[config.mk]
export PLATFORM = sky130hd
export DESIGN_NAME = shift_serializer
export DESIGN_NICKNAME = d
export VERILOG_FILES = /design/src/rtl/lfsr_pkg.sv /design/src/rtl/shift_serializer_frame_bit_counter.sv /design/src/rtl/shift_serializer.sv
export SDC_FILE = /design/constraint.sdc
export NUM_CORES = 1
export LEC_CHECK = 0
export BUFFER_PORTS_ARGS = -buffer_cell sky130_fd_sc_hd__buf_2
export CAP_MARGIN = 25
export CORE_AREA = 2 2 39 41
export CTS_CLUSTER_SIZE = 20
export DETAILED_ROUTE_END_ITERATION = 12
export DIE_AREA = 0 0 41 43
export PLACE_DENSITY_LB_ADDON = 0.12
export REMOVE_ABC_BUFFERS = 1
export SLEW_MARGIN = 0
export SYNTH_ARGS = -nofsm -noshare
export SYNTH_HDL_FRONTEND = slang
export SYNTH_SLANG_ARGS = --single-unit
[constraint.sdc]
create_clock -name clk -period 3.47 [get_ports clk]
set_input_delay 0.694 -clock clk [delete_from_list [all_inputs] [get_ports clk]]
set_output_delay 0.694 -clock clk [all_outputs]
set_load 0.05 [all_outputs]
[src/rtl/lfsr_pkg.sv]
// Shared encodings for the LFSR demo serial link (transmitter and receiver).
// SHIFT_SERIALIZER_PARITY_EN lengthens each frame by one even-parity bit.
package lfsr_pkg;

    localparam logic [0:0] ST_IDLE  = 1'b0;
    localparam logic [0:0] ST_SHIFT = 1'b1;

    localparam int DEFAULT_DEPTH = 4;

    function automatic int frame_len(input int depth);
`ifdef SHIFT_SERIALIZER_PARITY_EN
        return depth + 1;
`else
        return depth;
`endif
    endfunction

endpackage

[src/rtl/shift_serializer_frame_bit_counter.sv]
// Bit position counter for one serial frame; last flags position FRAME-1.
// Frame length follows SHIFT_SERIALIZER_PARITY_EN through the FRAME parameter.
module frame_bit_counter #(
    parameter int FRAME = 4
) (
    input  logic                       clk,
    input  logic                       rst_n,
    input  logic                       clear,
    input  logic                       enable,
    output logic [$clog2(FRAME)-1:0]   count,
    output logic                       last
);
    localparam int CW = $clog2(FRAME);

    logic [CW-1:0] count_q;
    logic [CW-1:0] count_d;

    always_comb begin
        count_d = count_q;
        if (clear) begin
            count_d = '0;
        end else if (enable) begin
            count_d = count_q + CW'(1);
        end
    end

    always_ff @(posedge clk or negedge rst_n) begin
        if (!rst_n) begin
            count_q <= '0;
        end else begin
            count_q <= count_d;
        end
    end

    assign count = count_q;
    assign last  = (count_q == CW'(FRAME - 1));

endmodule

[src/rtl/shift_serializer.sv]
// Parallel-in, serial-out transmitter: DEPTH-bit word out MSB first, one bit per clk.
// SHIFT_SERIALIZER_PARITY_EN appends an even-parity bit to every frame.
//
// state    | meaning
// ST_IDLE  | no frame in flight, Q=0, ready for a word
// ST_SHIFT | driving frame bits on Q, ready again on the last bit
module shift_serializer
    import lfsr_pkg::*;
#(
    parameter int DEPTH = DEFAULT_DEPTH
) (
    input  logic             clk,
    input  logic             rst_n,
    input  logic [DEPTH-1:0] din,
    input  logic             din_valid,
    output logic             din_ready,
    output logic             Q,
    output logic             q_valid,
    output logic             word_done
);
    localparam int FRAME = frame_len(DEPTH);
    localparam int CW    = $clog2(FRAME);

    logic [0:0]       state_q, state_d;
    logic [FRAME-1:0] sr_q, sr_d;
    logic [FRAME-1:0] frame_word;
    logic [CW-1:0]    cnt;
    logic             cnt_last;
    logic             last_bit;
    logic             accept;

    // Parity rides at the bottom of the shifter so it leaves right after the data.
`ifdef SHIFT_SERIALIZER_PARITY_EN
    assign frame_word = {din, ^din};
`else
    assign frame_word = din;
`endif

    assign last_bit  = (state_q == ST_SHIFT) && cnt_last;
    assign din_ready = rst_n && ((state_q == ST_IDLE) || last_bit);
    assign accept    = din_valid && din_ready;

    always_comb begin
        state_d = state_q;
        sr_d    = sr_q;
        if (accept) begin
            state_d = ST_SHIFT;
            sr_d    = frame_word;
        end else if (state_q == ST_SHIFT) begin
            sr_d = sr_q << 1;
            if (last_bit) begin
                state_d = ST_IDLE;
            end
        end
    end

    always_ff @(posedge clk or negedge rst_n) begin
        if (!rst_n) begin
            state_q <= ST_IDLE;
            sr_q    <= '0;
        end else begin
            state_q <= state_d;
            sr_q    <= sr_d;
        end
    end

    frame_bit_counter #(
        .FRAME (FRAME)
    ) u_bit_cnt (
        .clk    (clk),
        .rst_n  (rst_n),
        .clear  (accept || last_bit),
        .enable ((state_q == ST_SHIFT) && !last_bit),
        .count  (cnt),
        .last   (cnt_last)
    );

    assign Q         = (state_q == ST_SHIFT) ? sr_q[FRAME-1] : 1'b0;
    assign q_valid   = (state_q == ST_SHIFT);
    assign word_done = last_bit;

    // The counter must always reload or park; it never runs past the last bit.
    a_cnt_in_range : assert property (@(posedge clk) disable iff (!rst_n) cnt <= CW'(FRAME - 1));

endmodule

==> tab_implementation.tex, run 1 <==
\begin{tabular}{lr}
\hline
Metric & Value \\
\hline
\multicolumn{2}{l}{\textbf{Status}} \\
\quad Status & finished clean \\
\multicolumn{2}{l}{\textbf{Power}} \\
\quad Leakage power & 0.239 nW \\
\quad Areal power density over the cells & 896 mW/mm2 \\
\quad IR Drop Worst-Case VDD & between 0.0003 and 0.0004 V \\
\multicolumn{2}{l}{\textbf{CTS}} \\
\quad Insertion delay of the later-clocked pin in the worst-skew pair & around 250 ps \\
\quad CTS Root Cell & clkbuf\_4 \\
\quad Post-CTS Hold Fix Bufs & 0 \\
\quad Number of H-tree levels & 1 \\
\quad TritonCTS clock tree & built \\
\quad Reg clk slew, reported paths & 50 ps \\
\quad Buffer count from post-CTS setup fixing & 0 \\
\quad Number of clock buffers inserted by TritonCTS & 3 \\
\quad CTS sink cnt & 7 \\
\quad Clk buf depth & 2 \\
\quad Post-cts gate resize count & 0 \\
\multicolumn{2}{l}{\textbf{Yosys}} \\
\quad Count of mapped cells out of synthesis & 31 \\
\quad Avg Inst Size Synth & 12.0 um2 \\
\quad Syn Std Cell Area & 373 um2 \\
\quad Library cells used by synthesis & 13 \\
\quad Fraction of the yosys area taken by sequential cells & a little under half \\
\quad Number of register bits inferred by synthesis & 7 \\
\quad Number of warnings issued by yosys & 0 \\
\multicolumn{2}{l}{\textbf{Floorplanning}} \\
\quad Initial standard-cell utilization of the core & between 20 and 30\% \\
\quad Die span in y & about 43 um \\
\quad Die outline width & around 41 um \\
\quad Boundary pin count & 11 \\
\quad Die area & 0.00176 mm2 \\
\quad Core box area & 0.00138 mm2 \\
\quad Standard-cell rows & 14 \\
\multicolumn{2}{l}{\textbf{Critical path}} \\
\quad Buffers and inverters on the worst path & 1 \\
\quad Worst reg2reg endpoint & sr\_q[3] \\
\quad Slowest CP cell & dfrtp\_1 \\
\quad Nature of the critical path endpoint & primary output \\
\quad Biggest cell delay along the critical path & around 400 ps \\
\quad Endpoint arrival time on the critical path & 1450 ps \\
\quad Maximum fanout along the worst path & 4 \\
\quad Reg-to-reg slack, setup & 2060 ps \\
\quad Cell Chain, Critical Path & ha\_1 > nand2b\_1 > and2\_1 > buf\_2 \\
\quad Worst r2r src & u\_bit\_cnt.count[0] \\
\quad Critical path type & flip-flop to primary output \\
\quad Sort of element at the start of the critical path & flip-flop \\
\quad Top Family by Delay on Critical Path & flip-flops \\
\quad FF-to-FF path depth & 4 \\
\quad CP required & $\sim$2800 ps \\
\multicolumn{2}{l}{\textbf{STA}} \\
\quad Final worst clock skew & 1.05 ps \\
\quad Final hold violation count & 0 \\
\quad Final Worst Setup Slack & 1330 ps \\
\quad Final setup fails & 0 \\
\quad Final critical-path required period & 2140 ps \\
\quad Max Freq & 0.467 GHz \\
\quad Number of max-slew violations in the final report & 0 \\
\quad Setup repair after global routing missed its margin & no \\
\quad Final period utilization & approximately three fifths \\
\quad Worst-case headroom to the max-slew limit & roughly three quarters \\
\quad Aggregate negative setup slack & 0 ps \\
\quad Hold slack & 276 ps \\
\quad Actual transition at the worst max-transition pin & roughly 400 ps \\
\multicolumn{2}{l}{\textbf{Finish}} \\
\quad Final \#Nets & 53 \\
\quad Count of placed standard cells in the final layout, fillers left out & 60 \\
\quad \# fillers & 144 \\
\quad Layout cell share with drive strength beyond 1 & 47.7\% \\
\quad Area growth, synth to finish & 22.8\% \\
\quad Final Cell Area & 458 um2 \\
\quad Diode count & 0 \\
\multicolumn{2}{l}{\textbf{Flow run}} \\
\quad Number of maximum-capacitance constraint violations & 0 \\
\multicolumn{2}{l}{\textbf{Drt}} \\
\quad Avg WL per Cell & 10.9 um \\
\quad 1st-pass router iterations & 2 \\
\quad Vias & 256 \\
\quad Antenna viol nets, final & 0 \\
\quad Detailed Route Iter0 Violations & 3 \\
\quad \# DRC & 0 \\
\quad Average via count per standard cell & 4.27 \\
\quad Total Wirelength & 656 um \\
\multicolumn{2}{l}{\textbf{Placement}} \\
\quad Post-DP HPWL & 479 um \\
\quad Post-Place Cells & 56 \\
\quad Dpl cell area & 432 um2 \\
\quad Placer Congestion & 0.636 \\
\quad Pre-CTS setup slack & 1480 ps \\
\quad Number of buffers inserted by port buffering & 10 \\
\multicolumn{2}{l}{\textbf{GRT}} \\
\quad Antenna violations before repair & 0 \\
\quad Maximum number of pins on one net before global-route repair & 13 \\
\quad GRT Residual Overflow & 0 \\
\quad Global Route Usage Sum & 9.03\% \\
\quad Vias in the first global route & 243 \\
\quad Global-route wire length before repair & 1.02 mm \\
\multicolumn{2}{l}{\textbf{Worst hold path}} \\
\quad Path category of the worst min-delay check & input pin to asynchronous set/reset pin \\
\hline
\end{tabular}
## layout by cell type (no fill, tap or decap)
cell type and count:
o21ai_0 1, mux2_2 4, nor2_1 1, clkbuf_4 3, nor2b_1 1, buf_2 10
nand2_1 5, dfrtp_1 7, nand2b_1 1, mux2_4 3, and2b_4 1, clkbuf_1 1
ha_1 1, nand3b_1 2, and2_1 3
## synth_stat cells
library cell / number / area [um2]
nand2b_1: 1 / 6.26
nor2b_1: 1 / 6.26
buf_6: 1 / 11.3
and2_1: 3 / 18.8
mux2_2: 4 / 45.0
nand3b_1: 2 / 15.0
dfrtp_1: 7 / 175
nand2_1: 5 / 18.8
nor2_1: 1 / 3.75
ha_1: 1 / 12.5
mux2_4: 3 / 45.0
and2b_4: 1 / 10.0
o21ai_0: 1 / 5.00
## worst max path at each step
stage | from | endpoint | cells past startpoint
final | u_bit_cnt.count[0] | din_ready | 4
after floorplan | q_valid | Q | 1
after CTS | u_bit_cnt.count[0] | din_ready | 4
after global routing | u_bit_cnt.count[0] | din_ready | 4
after detailed placement | rst_n | din_ready | 3
after global placement | rst_n | din_ready | 3
## logic make-up (layout without fill, tap and decap cells)
logic type	count (synthesis)	count (layout)	synth area share, %
DFF	7	7	47.0
adders and majority gates	1	1	3.36
muxes	7	7	24.2
and+or+nand+nor	14	14	21.1
buffers and inverters	1	14	3.02
AOI/OAI and AO/OA	1	1	1.34
## where the power goes
part | leakage, nW | switching [mW] | internal [mW]
Clock | 0.0150 | 0.0313 | 0.0440
Sequential | 0.0885 | 0.0327 | 0.113
Combinational | 0.136 | 0.105 | 0.0838
Total | 0.239 | 0.169 | 0.241
## per-layer routing
metal	GRT usage (%)	vias to the layer above	wire length, um
li1	-	130	-
met1	13.3	113	312
met3	6.28	0	78
met2	10.6	13	265
met4	2.00	0	0
met5	0	-	0
## worst reg2reg max path: cells and delay by family, from the launching register on
family,cells,cell delay (ps)
and+or+nand+nor,2,390
adders and majority gates,1,240
DFF,1,400
muxes,1,270
## cell type report
class | count | area (um2) | area share [%]
multi-input combinational | 23 | 186 | 40.7
sequential | 7 | 175 | 38.3
timing repair buffer | 10 | 50.0 | 10.9
clock buffer | 4 | 26.3 | 5.74
tap | 16 | 20.0 | 4.37
## metrics by stage
step / util, % / power (mW)
2_1_floorplan: - / 0.296
3_3_place_gp: 31.2 / 0.329
3_5_place_dp: 31.2 / 0.339
4_1_cts: 33.1 / 0.417
5_1_grt: 33.1 / 0.446
6_report: 33.1 / 0.410
## sequential cells by signal, summed over array words and instances, names as in the netlist
register / flops
q_valid: 1
sr_q: 4
u_bit_cnt.count: 2
Note: power is estimated with default switching activity, not from simulation.
==> run 2: changes to the inputs <==
clock period = 1.7 ns   (was 3.47 ns; I/O delays follow)
==> tab_implementation.tex, run 2 (synthesis results as in run 1) <==
\begin{tabular}{lr}
\hline
Metric & Value \\
\hline
\multicolumn{2}{l}{\textbf{GRT}} \\
\quad Vias in the first global route & 274 \\
\quad Global-route wire length before repair & roughly 1.1 mm \\
\quad Maximum number of pins on one net before global-route repair & 13 \\
\quad Antenna violations before repair & 0 \\
\quad GRT Residual Overflow & 0 \\
\quad Global Route Usage Sum & roughly a tenth \\
\multicolumn{2}{l}{\textbf{Placement}} \\
\quad Number of buffers inserted by port buffering & 10 \\
\quad Post-DP HPWL & 529 um \\
\quad Placer Congestion & 0.618 \\
\multicolumn{2}{l}{\textbf{Power}} \\
\quad Logic gate share of total power & 48.0\% \\
\quad Share of total power consumed by net switching & between 40 and 50\% \\
\quad Clock share of power & 16.7\% \\
\quad Areal power density over the cells & 1810 mW/mm2 \\
\quad IR Drop Worst-Case VDD & 0.000641 V \\
\quad Reg power frac & between 30\% and 40\% \\
\quad Total power & 874 uW \\
\quad NetSw & 352 uW \\
\quad Leakage power & around 0.25 nW \\
\quad Internal portion of total power & approximately 520 uW \\
\multicolumn{2}{l}{\textbf{Flow run}} \\
\quad Number of maximum-capacitance constraint violations & 0 \\
\multicolumn{2}{l}{\textbf{STA}} \\
\quad Setup repair after global routing missed its margin & no \\
\quad Final hold violation count & 0 \\
\quad Aggregate negative setup slack & 0 ps \\
\quad Final critical-path required period & 1640 ps \\
\quad Final worst clock skew & 0.457 ps \\
\quad Worst-case headroom to the max-slew limit & 82.6\% \\
\quad Final setup fails & 0 \\
\quad Number of max-slew violations in the final report & 0 \\
\quad Max Freq & 0.611 GHz \\
\quad Actual transition at the worst max-transition pin & 261 ps \\
\quad Final period utilization & 96.3\% \\
\multicolumn{2}{l}{\textbf{Drt}} \\
\quad Average via count per standard cell & between 4 and 5 \\
\quad Vias & 268 \\
\quad Detailed Route Iter0 Violations & 3 \\
\quad Total Wirelength & 702 um \\
\quad Avg WL per Cell & 11.5 um \\
\quad \# DRC & 0 \\
\quad Antenna viol nets, final & 0 \\
\quad 1st-pass router iterations & 3 \\
\multicolumn{2}{l}{\textbf{Finish}} \\
\quad Most used cells in the layout excluding fill and tap cells & buf\_2 (9), dfrtp\_1 (6), nand2\_1 (5) \\
\quad Final \#Nets & 54 \\
\quad Diode count & 0 \\
\quad Area growth, synth to finish & 29.5\% \\
\quad Layout cell share with drive strength beyond 1 & 55.6\% \\
\quad Largest register FFs & 4 \\
\quad Register with the highest flop count & sr\_q \\
\quad Most common cell after layout, fill and taps aside & buf\_2 \\
\quad Final core utilization & 34.9\% \\
\multicolumn{2}{l}{\textbf{Floorplanning}} \\
\quad Core box area & 0.00138 mm2 \\
\quad Die span in y & $\sim$43 um \\
\quad Die outline width & 41 um \\
\quad Standard-cell rows & 14 \\
\quad Boundary pin count & 11 \\
\quad Initial standard-cell utilization of the core & 26.9\% \\
\quad Die area & 0.00176 mm2 \\
\multicolumn{2}{l}{\textbf{Critical path}} \\
\quad Endpoint arrival time on the critical path & about 1300 ps \\
\quad Biggest cell delay along the critical path & just under 400 ps \\
\quad Cell Chain, Critical Path & ha\_2 > nand2b\_4 > and2\_1 > buf\_6 \\
\quad Critical path type & flip-flop to primary output \\
\quad Top Family by Delay on Critical Path & flip-flops \\
\quad Sort of element at the start of the critical path & flip-flop \\
\quad Slowest CP cell & dfrtp\_1 \\
\quad Maximum fanout along the worst path & 4 \\
\quad Nature of the critical path endpoint & primary output \\
\quad Buffers and inverters on the worst path & 1 \\
\quad CP required & 1360 ps \\
\multicolumn{2}{l}{\textbf{CTS}} \\
\quad Reg clk slew, reported paths & roughly 50 ps \\
\quad Number of H-tree levels & 1 \\
\quad TritonCTS clock tree & built \\
\quad Post-CTS Hold Fix Bufs & 0 \\
\quad CTS sink cnt & 7 \\
\quad Number of clock buffers inserted by TritonCTS & 3 \\
\quad Buffer count from post-CTS setup fixing & 0 \\
\quad CTS Root Cell & clkbuf\_4 \\
\quad Insertion delay of the later-clocked pin in the worst-skew pair & $\sim$240 ps \\
\quad Clk buf depth & 2 \\
\multicolumn{2}{l}{\textbf{Status}} \\
\quad Status & finished clean \\
\multicolumn{2}{l}{\textbf{Worst hold path}} \\
\quad Path category of the worst min-delay check & input pin to asynchronous set/reset pin \\
\hline
\end{tabular}
-- run 2: cell type report --
type | count | area (um2)
clock buffers | 4 | 26.3
well taps | 16 | 20.0
repair buffers | 11 | 63.8
flip-flops and latches | 7 | 176
multi-input cells | 23 | 196
fillers | 145 | 901
-- run 2: repair_timing --
| action | CTS | global route |
|---|---|---|
| hold endpoints to repair | 0 | 0 |
| resized for setup | 3 | 2 |
| setup endpoints to repair | 1 | 3 |
-- run 2: worst paths after layout --
check | end | slack [ps] | start | depth (start not counted)
worst max-delay path | din_ready | 60 | u_bit_cnt.count[0] | 4
worst min-delay path | q_valid | 40 | rst_n | 2
worst max register to register | sr_q[1] | 370 | u_bit_cnt.count[0] | 4
worst min register to register | u_bit_cnt.count[0] | 550 | u_bit_cnt.count[0] | 2
max in group asynchronous | q_valid | 1530 | rst_n | 2
min in group clk | sr_q[2] | 330 | din[2] | 2
-- run 2: power by group through the flow --
| stage | Clock [mW] | Combinational, mW | Sequential (mW) |
|---|---|---|---|
| 3_5_place_dp | 0 | 0.394 | 0.303 |
| 2_1_floorplan | 0 | 0.285 | 0.320 |
| 4_1_cts | 0.156 | 0.411 | 0.301 |
| 6_report | 0.146 | 0.420 | 0.308 |
| 3_3_place_gp | 0 | 0.379 | 0.295 |
| 5_1_grt | 0.171 | 0.449 | 0.320 |
-- run 2: worst register-to-register path, stage by stage (launching register included) --
cell and delay, ps:
dfrtp_1 360, ha_2 210, nand2b_4 130, and2b_4 180, mux2_2 330
-- run 2: through the flow --
step | setup WS [ps] | std cells | instance area [um2] | hold WS, ps
2_1_floorplan | 49.6 | 30 | 362 | 44.4
3_3_place_gp | 205 | 57 | 439 | 290
3_5_place_dp | 200 | 57 | 439 | 298
4_1_cts | 0.604 | 61 | 474 | 32.1
5_1_grt | 0.997 | 61 | 483 | 28.7
6_report | 63.3 | 61 | 483 | 43.7
-- run 2: layer usage --
layer | GRT usage (%) | vias to the layer above | share of wire [%]
met5 | 0 | - | 0
met1 | 13.5 | 125 | 49
met3 | 4.71 | 0 | 9.0
li1 | - | 132 | -
met4 | 6.00 | 0 | 0
met2 | 12.8 | 11 | 42
==> run 3: changes to the inputs <==
SYNTH_HIERARCHICAL = 1   (was unset)
TNS_END_PERCENT = 100   (was unset)
==> tab_implementation.tex, run 3 <==
\begin{tabular}{lr}
\hline
Metric & Value \\
\hline
\multicolumn{2}{l}{\textbf{Placement}} \\
\quad Post-DP HPWL & 568 um \\
\quad Number of buffers inserted by port buffering & 10 \\
\quad Placer Congestion & 0.570 \\
\multicolumn{2}{l}{\textbf{Power}} \\
\quad Logic gate share of total power & a little over half \\
\quad Areal power density over the cells & 1970 mW/mm2 \\
\quad Leakage power & 0.263 nW \\
\quad Internal portion of total power & a little under 600 uW \\
\quad Reg power frac & a little under a third \\
\quad Clock share of power & 14.9\% \\
\quad IR Drop Worst-Case VDD & 0.000802 V \\
\quad NetSw & roughly 390 uW \\
\quad Share of total power consumed by net switching & 40.2\% \\
\multicolumn{2}{l}{\textbf{Floorplanning}} \\
\quad Die outline width & 41 um \\
\quad Boundary pin count & 11 \\
\quad Standard-cell rows & 14 \\
\quad Initial standard-cell utilization of the core & 27.3\% \\
\quad Die span in y & 43 um \\
\quad Core box area & 0.00138 mm2 \\
\quad Die area & 0.00176 mm2 \\
\multicolumn{2}{l}{\textbf{Finish}} \\
\quad Largest register FFs & 4 \\
\quad Final core utilization & 36.0\% \\
\quad Diode count & 0 \\
\quad Most common cell after layout, fill and taps aside & buf\_2 \\
\quad Register with the highest flop count & sr\_q \\
\quad Area growth, synth to finish & 31.8\% \\
\quad Final \#Nets & 52 \\
\quad Most used cells in the layout excluding fill and tap cells & buf\_2 (9), dfrtp\_1 (7), mux2\_4 (4) \\
\quad Layout cell share with drive strength beyond 1 & 65.1\% \\
\multicolumn{2}{l}{\textbf{STA}} \\
\quad Worst-case headroom to the max-slew limit & between 80\% and 90\% \\
\quad Number of max-slew violations in the final report & 0 \\
\quad Final hold violation count & 0 \\
\quad Aggregate negative setup slack & 0 ps \\
\quad Setup repair after global routing missed its margin & no \\
\quad Max Freq & 0.612 GHz \\
\quad Final critical-path required period & 1630 ps \\
\quad Actual transition at the worst max-transition pin & 297 ps \\
\quad Final period utilization & between 90 and 100\% \\
\quad Final worst clock skew & 1.47 ps \\
\quad Final setup fails & 0 \\
\multicolumn{2}{l}{\textbf{Yosys}} \\
\quad Parity-gate share of the synthesized area counting xor and xnor cells & 2.32\% \\
\quad Fraction of synthesized cell area taken by the top area cell type & 46.4\% \\
\quad Count of flip-flops with a built-in enable after synthesis & 0 \\
\quad Post-synth top area cell & dfrtp\_1 \\
\quad Predominant post-synthesis flop cell & dfrtp\_1 \\
\quad Top post-synthesis cells by count & dfrtp\_1 (7), mux2\_4 (4), mux2\_2 (3), and2\_2 (2), nor2\_1 (2) \\
\quad Avg Inst Size Synth & between 10 and 15 um2 \\
\quad Complex-gate fraction of the synthesized area & 0\% \\
\quad Fraction of the yosys area taken by sequential cells & 46.4\% \\
\quad Most frequently used cell type in the post-synthesis netlist & dfrtp\_1 \\
\quad Library cells used by synthesis & 15 \\
\quad Count of mapped cells out of synthesis & 28 \\
\quad Most area-consuming cells after synthesis & dfrtp\_1 (46\%), mux2\_4 (16\%), mux2\_2 (8.9\%) \\
\quad Arithmetic-cell share of the synthesized area counting full adders, half adders and majority gates & under 10\% \\
\quad Syn Std Cell Area & 378 um2 \\
\quad Asr flop ratio synth & 100\% \\
\quad Simple-gate share of the synthesized area & 19.5\% \\
\quad Number of register bits inferred by synthesis & 7 \\
\quad Combinational family with the most area after synthesis & multiplexers \\
\quad Number of warnings issued by yosys & 6 \\
\quad Share of cell area taken by muxes after synthesis & 27.5\% \\
\multicolumn{2}{l}{\textbf{GRT}} \\
\quad Global-route wire length before repair & 1.19 mm \\
\quad Maximum number of pins on one net before global-route repair & 9 \\
\quad Antenna violations before repair & 0 \\
\quad Vias in the first global route & 289 \\
\quad Global Route Usage Sum & 10.6\% \\
\quad GRT Residual Overflow & 0 \\
\multicolumn{2}{l}{\textbf{CTS}} \\
\quad CTS sink cnt & 7 \\
\quad TritonCTS clock tree & built \\
\quad Reg clk slew, reported paths & around 50 ps \\
\quad Number of H-tree levels & 1 \\
\quad Clk buf depth & 2 \\
\quad Post-CTS Hold Fix Bufs & 0 \\
\quad Number of clock buffers inserted by TritonCTS & 3 \\
\quad CTS Root Cell & clkbuf\_4 \\
\quad Insertion delay of the later-clocked pin in the worst-skew pair & $\sim$240 ps \\
\quad Buffer count from post-CTS setup fixing & 0 \\
\multicolumn{2}{l}{\textbf{Critical path}} \\
\quad Maximum fanout along the worst path & 4 \\
\quad Nature of the critical path endpoint & primary output \\
\quad Sort of element at the start of the critical path & flip-flop \\
\quad Endpoint arrival time on the critical path & 1290 ps \\
\quad Critical path type & flip-flop to primary output \\
\quad CP required & 1360 ps \\
\multicolumn{2}{l}{\textbf{Drt}} \\
\quad 1st-pass router iterations & 1 \\
\quad Total Wirelength & 689 um \\
\quad Detailed Route Iter0 Violations & 0 \\
\quad Average via count per standard cell & about 4.5 \\
\quad Avg WL per Cell & 11.7 um \\
\quad Antenna viol nets, final & 0 \\
\quad Vias & 266 \\
\quad \# DRC & 0 \\
\multicolumn{2}{l}{\textbf{Flow run}} \\
\quad Number of maximum-capacitance constraint violations & 0 \\
\multicolumn{2}{l}{\textbf{Status}} \\
\quad Status & finished clean \\
\multicolumn{2}{l}{\textbf{Worst hold path}} \\
\quad Path category of the worst min-delay check & input pin to asynchronous set/reset pin \\
\hline
\end{tabular}
==> run 3: worst max-delay path: stages (launching register included) <==
cell      delay (ps)
dfrtp_1          390
ha_2             190
nand2b_4         160
and2_4           170
buf_6            140
==> run 3: final timing paths <==
path                                          from                  to  slack, ps  depth (start not counted)
worst min-delay path                         rst_n             sr_q[1]         60                          2
worst max-delay path            u_bit_cnt/count[0]           din_ready         70                          4
max in group asynchronous                    rst_n             sr_q[3]       1520                          2
min in group clk                            din[1]             sr_q[1]        330                          2
worst min register to register  u_bit_cnt/count[1]  u_bit_cnt/count[1]        570                          2
worst max register to register  u_bit_cnt/count[0]             sr_q[2]        390                          4
==> run 3: cell type report <==
class                   count  area, um2
fillers                   134        886
well taps                  16       20.0
multi-input cells          20        209
clock buffers               4       26.3
flip-flops and latches      7        175
inverters                   1       3.75
repair buffers             11       63.8
==> run 3: metrics by stage <==
step	worst slack (ps)	hold slack, ps	area (um2)	power [mW]	std cells
finish	66.7	60.1	498	0.980	59
global route	13.7	63.2	498	1.06	59
CTS	13.4	54.0	493	0.991	59
detailed placement	192	321	455	0.808	55
global placement	205	318	455	0.783	55
floorplan	97.5	44.4	378	0.702	28
==> run 3: power by group through the flow <==
stage               Combinational, mW  Clock, mW  Sequential [mW]
floorplan                       0.370          0            0.332
global placement                0.481          0            0.302
detailed placement              0.502          0            0.307
CTS                             0.527      0.155            0.308
global route                    0.566      0.170            0.319
finish                          0.527      0.146            0.307
==> run 3: cell families after synthesis <==
kind of cell,Yosys count
AND/OR/NAND/NOR,10
buffers and inverters,1
flip-flops,7
adder cells (fa/ha/maj),1
multiplexers,8
XOR/XNOR,1
==> run 3: layer usage <==
metal / up-vias / track usage (%) / wire [um] / share of wire, %
li1: 127 / - / - / -
met1: 131 / 10.6 / 254 / 37
met2: 6 / 16.3 / 378 / 55
met3: 2 / 4.71 / 46 / 6.7
met4: 0 / 8.00 / 10 / 1.5
met5: - / 0 / 0 / 0
==> run 3: what timing repair did <==
item | 4_1_cts | 5_1_grt
cloned | 0 | 0
resized for setup | 3 | 2
endpoints found under the setup margin | 1 | 1
